==> src/rtl/uart_pkg.sv <==
// Shared UART link definitions: receiver FSM states and oversampling constants.
// The transmitter uses these as well.
package uart_pkg;

  typedef enum logic [1:0] {
    IDLE  = 2'd0,
    START = 2'd1,
    DATA  = 2'd2,
    STOP  = 2'd3
  } state_e;

  localparam int         OVERSAMPLE = 16;
  localparam logic [3:0] MID_START  = 4'd7;
  localparam logic [3:0] LAST_TICK  = 4'd15;

endpackage

==> src/rtl/sync_2ff.sv <==
// Generic two-flop synchronizer with a selectable reset value.
module sync_2ff #(
  parameter int               WIDTH   = 1,
  parameter logic [WIDTH-1:0] RST_VAL = '0
) (
  input  logic             clk,
  input  logic             rst,
  input  logic [WIDTH-1:0] d,
  output logic [WIDTH-1:0] q
);

  logic [WIDTH-1:0] meta_q;
  logic [WIDTH-1:0] sync_q;

  always_ff @(posedge clk or posedge rst) begin
    if (rst) begin
      meta_q <= RST_VAL;
      sync_q <= RST_VAL;
    end else begin
      meta_q <= d;
      sync_q <= meta_q;
    end
  end

  assign q = sync_q;

endmodule

==> src/rtl/uart_rx.sv <==
// 16x-oversampled 8N1 UART receiver, LSB first.
// Emits a one-cycle rx_done per good frame, frame_err per bad stop bit.
module uart_rx
  import uart_pkg::*;
#(
  parameter int data_bits  = 8,
  parameter int oversample = OVERSAMPLE
) (
  input  logic                 clk,
  input  logic                 rst,
  input  logic                 baud_tick,
  input  logic                 rx,
  output logic [data_bits-1:0] data_out,
  output logic                 rx_done,
  output logic                 frame_err,
  output logic                 rx_busy
);

  localparam int TW = $clog2(oversample);
  localparam int BW = $clog2(data_bits);

  localparam logic [TW-1:0] MID      = TW'(MID_START);
  localparam logic [TW-1:0] LAST     = TW'(LAST_TICK);
  localparam logic [BW-1:0] LAST_BIT = BW'(data_bits - 1);

  state_e               state_q, state_d;
  logic [TW-1:0]        tick_q, tick_d;
  logic [BW-1:0]        bit_q, bit_d;
  logic [data_bits-1:0] shift_q, shift_d;
  logic [data_bits-1:0] data_q, data_d;
  logic                 done_q, done_d;
  logic                 ferr_q, ferr_d;
  logic                 rx_s;
  logic                 rx_prev_q;

  // Reset value 1 keeps reset release from looking like a start edge.
  sync_2ff #(
    .WIDTH  (1),
    .RST_VAL(1'b1)
  ) u_sync (
    .clk(clk),
    .rst(rst),
    .d  (rx),
    .q  (rx_s)
  );

  always_ff @(posedge clk or posedge rst) begin
    if (rst) begin
      state_q   <= IDLE;
      tick_q    <= '0;
      bit_q     <= '0;
      shift_q   <= '0;
      data_q    <= '0;
      done_q    <= 1'b0;
      ferr_q    <= 1'b0;
      rx_prev_q <= 1'b1;
    end else begin
      state_q   <= state_d;
      tick_q    <= tick_d;
      bit_q     <= bit_d;
      shift_q   <= shift_d;
      data_q    <= data_d;
      done_q    <= done_d;
      ferr_q    <= ferr_d;
      rx_prev_q <= rx_s;
    end
  end

  always_comb begin
    state_d = state_q;
    tick_d  = tick_q;
    bit_d   = bit_q;
    shift_d = shift_q;
    data_d  = data_q;
    done_d  = 1'b0;
    ferr_d  = 1'b0;
    unique case (state_q)
      IDLE: begin
        if (rx_prev_q && !rx_s) begin
          tick_d  = '0;
          state_d = START;
        end
      end
      START: begin
        if (baud_tick) begin
          if (tick_q == MID) begin
            if (!rx_s) begin
              tick_d  = '0;
              bit_d   = '0;
              state_d = DATA;
            end else begin
              state_d = IDLE;
            end
          end else begin
            tick_d = tick_q + TW'(1);
          end
        end
      end
      DATA: begin
        if (baud_tick) begin
          if (tick_q == LAST) begin
            shift_d = {rx_s, shift_q[data_bits-1:1]};
            tick_d  = '0;
            if (bit_q == LAST_BIT) begin
              state_d = STOP;
            end else begin
              bit_d = bit_q + BW'(1);
            end
          end else begin
            tick_d = tick_q + TW'(1);
          end
        end
      end
      STOP: begin
        if (baud_tick) begin
          if (tick_q == LAST) begin
            // Back to IDLE at mid stop so a following start edge is caught.
            if (rx_s) begin
              data_d = shift_q;
              done_d = 1'b1;
            end else begin
              ferr_d = 1'b1;
            end
            state_d = IDLE;
          end else begin
            tick_d = tick_q + TW'(1);
          end
        end
      end
      default: state_d = IDLE;
    endcase
  end

  assign data_out  = data_q;
  assign rx_done   = done_q;
  assign frame_err = ferr_q;
  assign rx_busy   = (state_q != IDLE);

endmodule
==> config.mk <==
export PLATFORM = sky130hd
export DESIGN_NAME = uart_rx
export DESIGN_NICKNAME = d
export VERILOG_FILES = /design/src/rtl/uart_pkg.sv /design/src/rtl/sync_2ff.sv /design/src/rtl/uart_rx.sv
export SDC_FILE = /design/constraint.sdc
export NUM_CORES = 1
export LEC_CHECK = 0
export CAP_MARGIN = 20
export CORE_UTILIZATION = 59
export CTS_BUF_LIST = sky130_fd_sc_hd__clkbuf_16
export CTS_CLUSTER_SIZE = 20
export DETAILED_ROUTE_END_ITERATION = 16
export PLACE_DENSITY = 0.84
export SETUP_SLACK_MARGIN = 0.05
export SKIP_CTS_REPAIR_TIMING = 1
export SLEW_MARGIN = 20
export SYNTH_ARGS = -nofsm -noshare
export SYNTH_HDL_FRONTEND = slang
export SYNTH_SLANG_ARGS = --single-unit
==> constraint.sdc <==
create_clock -name clk -period 4.3 [get_ports clk]
set_clock_uncertainty 0.05 [all_clocks]
set_input_delay 0.86 -clock clk [delete_from_list [all_inputs] [get_ports clk]]
set_output_delay 0.86 -clock clk [all_outputs]
set_load 0.03 [all_outputs]
=== Word-level counts from Yosys, hierarchy flattened ===
Cells that the tools add are included.

* Bits in registers: 30
* Input bits: 4
* Output and inout bits: 11
* Word-level logic and storage cells: 74

* Add/subtract/negate cells: 2
* Equal/unequal tests: 18
* Muxes and demuxes: 34
* Reduce and logical (&&, ||, !) cells: 10

{| class="wikitable"
|+ Operators by type and width
! kind !! number
|-
| 4-bit two-way mux || 8
|-
| 2-bit inequality test, second input constant || 11
|-
| 2-bit two-way mux || 9
|-
| 3-bit two-way mux || 6
|-
| 4-bit case mux with 4 select lines || 1
|-
| 1-bit two-way mux || 8
|-
| 2-bit case mux with 4 select lines || 1
|-
| 8-bit AND reduction || 1
|-
| 7-bit AND reduction || 1
|-
| 3-bit case mux with 2 select lines || 1
|-
| 6-bit AND reduction || 1
|-
| 4-bit by 1-bit adder with 4-bit output, second input constant || 1
|-
| 2-bit equality test, second input constant || 2
|-
| 4-bit by 3-bit equality test with 1-bit output, second input constant || 1
|-
| 4-bit equality test, second input constant || 1
|-
| 4-bit AND reduction || 1
|-
| 2-bit nonzero test || 2
|-
| 3-bit by 1-bit adder with 3-bit output, second input constant || 1
|-
| 3-bit equality test, second input constant || 1
|-
| 3-bit inequality test, second input constant || 1
|-
| 3-bit AND reduction || 1
|-
| 2-bit by 1-bit equality test with 1-bit output, second input constant || 1
|-
| 2-bit zero test || 1
|-
| 1-bit logical AND || 1
|-
| 1-bit zero test || 1
|}

=== Logic depth before layout (Yosys ltp) ===
Gate-level depths: netlist of the first run.

* Depth after elaboration: 5
* Mapped depth: 6

=== Modules after synthesis ===
From an unflattened synthesis of the first run, not the netlist that was laid out.

* Cell total of the unflattened synthesis: 110
* Area, all modules: 1391.3 um^2

{| class="wikitable"
|+ Modules (own cells, without submodules)
! module !! instances !! cells each !! area each (um^2) !! seq. area each (um^2)
|-
| uart_rx || 1 || 107 || 1335.0 || 701.9
|-
| sync_2ff || 1 || 3 || 56.3 || 52.6
|}

=== Worst setup path after synthesis of the first run ===
OpenSTA, ideal clock, no wires.

* Path kind: input-to-reg
* Start: in baud_tick
* End: reg shift_q[0]
* Data arrival time: 1.526 ns
* Required time: 4.125 ns
* Setup slack: 2.600 ns
* Stages on the path: 3
* Cell sequence: nand4_4 -> nor2_4 -> mux2_2

* Longest elaborated chain between the ends: 1

{| class="wikitable"
|+ RTL lines
! what !! line !! RTL
|-
| start, declared || uart_rx.sv:11 || <nowiki>input logic baud_tick,</nowiki>
|-
| 3-bit AND reduction (no source line) || - ||
|-
| end signal, assigned || uart_rx.sv:61 || <nowiki>shift_q <= shift_d;</nowiki>
|-
| end, declared || uart_rx.sv:29 || <nowiki>logic [data_bits-1:0] shift_q, shift_d;</nowiki>
|}

No other way between the ends.
A chain may end at the register's enable or synchronous reset.

==> results of run 1 <==
-- state kept, by name (all words and copies together) (netlist names), named ones only --
signal,cells
bit_q,3
data_out,8
frame_err,1
rx_done,1
rx_prev_q,1
shift_q,8
state_q,1
tick_q,4
u_sync.meta_q,1
u_sync.q,1
-- routing by layer --
| metal | routed length (µm) | GRT usage | vias up |
|---|---|---|---|
| met5 | 0 | 0 | - |
| met4 | 26 | 0.09259 | 0 |
| met3 | 81 | 0.05455 | 4 |
| met2 | 1295 | 0.4022 | 21 |
| met1 | 1075 | 0.2747 | 443 |
| li1 | - | - | 420 |
-- cells by family (layout without fill, tap and decap cells) --
group | after synthesis | after routing
simple gates | 26 | 26
fa+ha+maj | 3 | 3
mux | 20 | 20
compound gates | 16 | 16
buf+inv | 11 | 29
flops | 30 | 30
-- cell type report --
type | count | share of cell area
clock inverter | 3 | 0.009665
timing repair buffer | 14 | 0.08327
sequential | 30 | 0.4483
multi-input combinational | 65 | 0.3480
tap | 28 | 0.02082
clock buffer | 5 | 0.07435
inverter | 7 | 0.01561
-- cell usage in the layout, fill, tap and decap left out, types with 2 or more instances in the layout --
cell type,Yosys,layout
a31oi_1,2,2
a22o_1,2,2
o21ai_0,2,2
clkdlybuf4s50_1,0,14
nand2_1,4,4
nor3_1,2,2
dfstp_2,3,3
mux2i_1,2,2
a21oi_1,2,2
nor2_1,4,4
nor2b_1,2,2
nor3b_1,2,2
dfrtp_1,27,27
clkbuf_16,0,5
mux2_2,17,17
inv_1,7,6
ha_1,3,3
-- power groups by stage --
stage	registers, mW	clock network, mW	logic [mW]
final	0.397	0.328	0.243
after global routing	0.405	0.345	0.267
after CTS	0.395	0.334	0.245
after detailed placement	0.398	0	0.233
after global placement	0.393	0	0.221
after floorplan	0.349	0	0.246
-- worst max-delay path by stage --
stage	start	end	slack [ns]	cells after the start
after detailed placement	baud_tick	shift_q[7]$_DFFE_PP0P_	1.82	4
final	flip-flop	rx_busy	1.62	3
after floorplan	baud_tick	shift_q[0]$_DFFE_PP0P_	2.60	3
after global routing	flip-flop	rx_busy	1.51	3
after global placement	baud_tick	shift_q[5]$_DFFE_PP0P_	1.85	4
after CTS	flip-flop	rx_busy	1.62	3
-- metrics by stage --
step	hold slack [ns]	power [mW]	setup WS (ns)	area [µm²]	cells
finish	0.3081	0.9678	1.625	1683	152
global route	0.3099	1.017	1.515	1683	152
CTS	0.3079	0.9738	1.619	1683	152
detailed placement	0.3009	0.6316	1.815	1541	144
global placement	0.2971	0.6141	1.850	1541	144
floorplan	0.2952	0.5947	2.600	1395	106
==> results.md, run 1 <==
- Outcome: complete, no violations
- Sequential fraction of the synthesis area: 0.5408
- Worst slew margin: 0.6075
- FF-to-FF Start: tick_q[0]$_DFFE_PP0P_
- Slowest stage cell, crit path: clkdlybuf4s50_1
- FMAX: 0.3738 GHz
- Clk pwr share: 0.339
- Synth Cell Area: approximately 1400 µm²
- Drt first pass iters: 4
- Max VDD drop: 0.5017 mV
- Layout cells sized above 1: 0.3065
- Final core occ: 0.7607
- Crit Path Max Fanout: 10
- Core Box Area: 2212 µm²
- Logic pwr share: 0.251
- Max Buffers Root-to-Sink: 2
- Final Critical Period: 2.675 ns
- Synth Area in Simple Gates: 0.1372
- First-pass GRT wire length: 4215 µm
- Synth Net Count: around 110
- Sw power: roughly 0.32 mW
- Synthesis Warnings: 0
- Setup violation total in the final timing report: 0
- Synth Area per Inst: 13.16 µm²
- Fill count: 158
- Number of DRC markers in iteration 0: 19
- Adder-cell share of the synthesized area: 0.02691
- Hold Crit Class: reg -> reg
- Nets: 130
- Count of input and output buffers: 14
- CP Launch Type: flip-flop
- Pin count of the biggest net entering global routing: 31
- Routed WL per cell: 16.31 µm
- RSZ-0062 raised after global routing: no
- Compound-cell area share of the yosys netlist: 0.09327
- Clk root buf: clkbuf_16
- Seq pwr share: 0.410
- Hold Path Sink: u_sync.q$_DFF_PP1_
- Largest family of logic cells by synthesized area: multiplexers
- Storage cell area: 754.5 µm²
- Reg2Reg Setup Slack: ~2.5 ns
- Dominant cell type by area after synthesis: dfrtp_1
- Num Clock Sinks: 30
- Crit-path leading delay family: buffers and inverters
- IO Count: 15
- Power Density: 575.1 nW/µm²
- Die Y-Extent: 50.63 µm
- Final hold viol count: 0
- Skew-Pair Late Insertion Delay: 0.27 ns
- WL final: 2479 µm
- Worst hold path depth: 0
- Final ANT Viol Nets: 0
- Setup_tns: 0 ns
- DIE WIDTH: slightly above 50 µm
- Share of the synthesized area in the top cell type: 0.4843
- Gate Count Post-Synth: 106
- Multiplexer share of the synthesized area: 0.1623
- CTS clock-pin slew for the worst setup and hold paths: 0.05 ns
- Asr flop ratio synth: 1.000
- Total grt overflow: 0
- Max stage delay on crit path: around 0.68 ns
- Netlist cell types: 39
- Final max-slew violation count: 0
- CP cell instances: nor2_2 -> inv_1 -> clkdlybuf4s50_1
- Slew @ Worst Pin: 0.5879 ns
- Via density: 5.842
- Area taken by multi-input logic gates: 585.6 µm²
- Syn-to-layout area delta: 20.63%
- All-Layer GR Usage: 0.2316
- CTS tree: built
- Total number of vias: approximately 900
- Reg2reg path depth: 5
- Top post-synthesis cells by count: 27 x dfrtp_1, 17 x mux2_2, 7 x inv_1, 4 x nand2_1, 4 x nor2_1
- Int Pwr: 0.6493 mW
- Initial Utilization: 0.6307
- Antenna Diode Count: 0
- Crit path capture type: output pin
- Placer Congestion: 0.7432
- Switch share: 0.3291
- Hold Path Origin: u_sync.meta_q$_DFF_PP1_
- Count leader, synth: dfrtp_1
- Num CTS Buffers: 5
- Std-Cell Rows: 17
- Antenna violations before repair: 0
- Pleak: between 0.7 and 0.8 nW
- EDFF count, synth: 0
- Yosys reg bits: 30
- Critical Path AT: ~1.8 ns
- Vias in the first global route: 925
- Die Footprint: 2563 µm²
- # H-tree levels: 2
- Synth area leaders: dfrtp_1 48%, mux2_2 14%, dfstp_2 5.7%
- R2R Path End: bit_q[0]$_DFFE_PP0P_
- Fin crit share: 0.6222
- Hpwl dp: 1510 µm
- XOR/XNOR share of the synthesized area: 0
- Most used DFF post-synth: dfrtp_1
- DRC: 0
- Maxcap violations: 0
- Critical path class: reg -> out
- Crit path buf inv count: 2
- CP Data Required Time: 3.39 ns
Note: power is estimated with default switching activity, not from simulation.
==> run 2: changes to the inputs <==
--- a/config.mk
+++ b/config.mk
@@ -6,11 +6,11 @@
 export NUM_CORES = 1
 export LEC_CHECK = 0
 export CAP_MARGIN = 20
-export CORE_UTILIZATION = 59
+export CORE_UTILIZATION = 54
 export CTS_BUF_LIST = sky130_fd_sc_hd__clkbuf_16
 export CTS_CLUSTER_SIZE = 20
 export DETAILED_ROUTE_END_ITERATION = 16
-export PLACE_DENSITY = 0.84
+export PLACE_DENSITY = 0.78
 export SETUP_SLACK_MARGIN = 0.05
 export SKIP_CTS_REPAIR_TIMING = 1
 export SLEW_MARGIN = 20
==> constraint.sdc (replaced) <==
create_clock -name clk -period 2.7 [get_ports clk]
set_clock_uncertainty 0.05 [all_clocks]
set_input_delay 0.54 -clock clk [delete_from_list [all_inputs] [get_ports clk]]
set_output_delay 0.54 -clock clk [all_outputs]
set_load 0.03 [all_outputs]
==> run 2 against run 1 <==
Non-clock buffer count rose by 1. Sequential share of layout area fell by 0.72 points. Worst hold slack got worse by 0.0032 ns. Clock power rose by 83%. Count of clock-buffer cells in the layout did not move. Total power rose by 67%. Highest routed layer unchanged.
==> results.md, run 2 (synthesis gave the netlist of run 1 again) <==
- Hold Path Origin: u_sync.meta_q$_DFF_PP1_
- Pin count of the biggest net entering global routing: 31
- Worst Hold Slack: 0.3049 ns
- IO Count: 15
- Die Y-Extent: 52.83 µm
- CTS tree: built
- Commonest non-fill, non-tap cell in the layout: dfrtp_1
- Slowest stage cell, crit path: clkdlybuf4s50_1
- Layout cells sized above 1: 0.2984
- FMAX: 0.4274 GHz
- Num CTS Buffers: 5
- # H-tree levels: 2
- Max stage delay on crit path: 0.68 ns
- Sw power: 0.4925 mW
- Skew-Pair Late Insertion Delay: 0.27 ns
- Total number of vias: around 900
- Clk root buf: clkbuf_16
- Count of input and output buffers: 14
- Final max-slew violation count: 0
- Pwr Total: 1.618 mW
- Most frequent cells in the layout: 27 x dfrtp_1, 17 x mux2_2, 14 x clkdlybuf4s50_1, 7 x inv_1, 5 x clkbuf_16
- Worst slew margin: 0.6949
- Levels on crit path: 3
- WL final: 2566 µm
- Switch share: 0.3045
- Fin crit share: 0.8666
- Logic pwr share: 0.236
- CTS clock-pin slew for the worst setup and hold paths: about 0.05 ns
- Antenna Diode Count: 0
- Pleak: a little over 0.8 nW
- Setup_tns: 0 ns
- Outcome: complete, no violations
- All-Layer GR Usage: 0.2167
- Crit path capture type: output pin
- Final Critical Period: 2.340 ns
- Fill count: 170
- Initial Utilization: 0.5683
- Routed WL per cell: 16.66 µm
- Num Clock Sinks: 30
- FF-to-FF Start: tick_q[0]$_DFFE_PP0P_
- Critical path class: reg -> out
- Std-Cell Rows: 18
- Met2 Track Usage GR: 0.3586
- Int Pwr: 1.125 mW
- Vias in the first global route: 921
- Reg2reg path depth: 5
- Final ANT Viol Nets: 0
- Worst hold path depth: 0
- Power Density: about 950 nW/µm²
- Total grt overflow: 0
- Fin area: 1710 µm²
- Critical Path AT: 1.75 ns
- Max VDD drop: 0.6843 mV
- Met1 Use GR: 0.2729
- Clk pwr share: 0.371
- Global Route met3 Usage: 0.05217
- Drt first pass iters: 4
- Reg2Reg Setup Slack: 0.84 ns
- Placer Congestion: 0.7423
- Via density: approximately 6
- Hold Crit Class: reg -> reg
- Maxcap violations: 0
- Grt peak-use layer: met2
- Setup violation total in the final timing report: 0
- DIE WIDTH: 52.83 µm
- Nets: 131
- Crit-path leading delay family: buffers and inverters
- Hpwl dp: 1626 µm
- Number of DRC markers in iteration 0: 19
- Crit path buf inv count: 2
- Final hold viol count: 0
- Seq pwr share: 0.393
- Core Box Area: 2455 µm²
- Max Buffers Root-to-Sink: 2
- Post-place instance area: 1551 µm²
- CP Data Required Time: ~2.1 ns
- Syn-to-layout area delta: 22.60%
- First-pass GRT wire length: 4188 µm
- Antenna violations before repair: 0
- Crit Path Max Fanout: 10
- CP cell instances: nor2_2 -> inv_1 -> clkdlybuf4s50_1
- CP Launch Type: flip-flop
- RSZ-0062 raised after global routing: no
- Die Footprint: 2791 µm²
- Slew @ Worst Pin: 0.4576 ns
- DRC: 0
[run 2: cell types whose count changed in the layout (fill, tap and decap cells not counted), sizes merged]
| cell | change |
|---|---|
| buf | +1 |
| bufinv | +1 |
| clkinv | -1 |
| clkinvlp | -1 |
[run 2: worst paths after layout]
check                                         end
setup reg to reg             bit_q[0]$_DFFE_PP0P_
hold reg to reg                u_sync.q$_DFF_PP1_
min in group asynchronous  state_q[0]$_DFFE_PP0P_
hold / removal                 u_sync.q$_DFF_PP1_
max in group asynchronous      u_sync.q$_DFF_PP1_
setup / recovery                          rx_busy
[run 2: worst register-to-register path, delay by kind of cell (launching register included)]
kind,cells,cell delay [ns]
compound gates,1,0.15
fa+ha+maj,1,0.41
flops,1,0.40
mux,1,0.28
simple gates,2,0.46
[run 2: through the flow]
step / util / setup slack (ns) / instances
after global placement: 0.6320 / 0.5504 / 147
after global routing: 0.6967 / 0.2891 / 154
after floorplan: - / 1.080 / 106
final: 0.6967 / 0.3602 / 154
after CTS: 0.6967 / 0.3620 / 154
after detailed placement: 0.6320 / 0.4940 / 147
[run 2: power groups by stage]
stage	logic, mW	clock network [mW]	registers [mW]
2_1_floorplan	0.391	0	0.556
3_3_place_gp	0.355	0	0.628
3_5_place_dp	0.375	0	0.637
4_1_cts	0.384	0.606	0.633
5_1_grt	0.420	0.626	0.648
6_report	0.382	0.600	0.636
[run 2: cell type report]
class / instances / area, µm² / area share
flip-flops and latches: 30 / 754.5 / 0.4411
clock inverters: 2 / 33.78 / 0.01975
multi-input cells: 65 / 585.6 / 0.3424
repair buffers: 15 / 147.6 / 0.08632
well taps: 30 / 37.54 / 0.02195
clock buffers: 5 / 125.1 / 0.07315
inverters: 7 / 26.28 / 0.01536
[run 2: metal layers]
| layer | wire length, µm | up-vias |
|---|---|---|
| met5 | 0 | - |
| met3 | 106 | 4 |
| li1 | - | 414 |
| met2 | 1311 | 18 |
| met1 | 1127 | 468 |
| met4 | 21 | 0 |
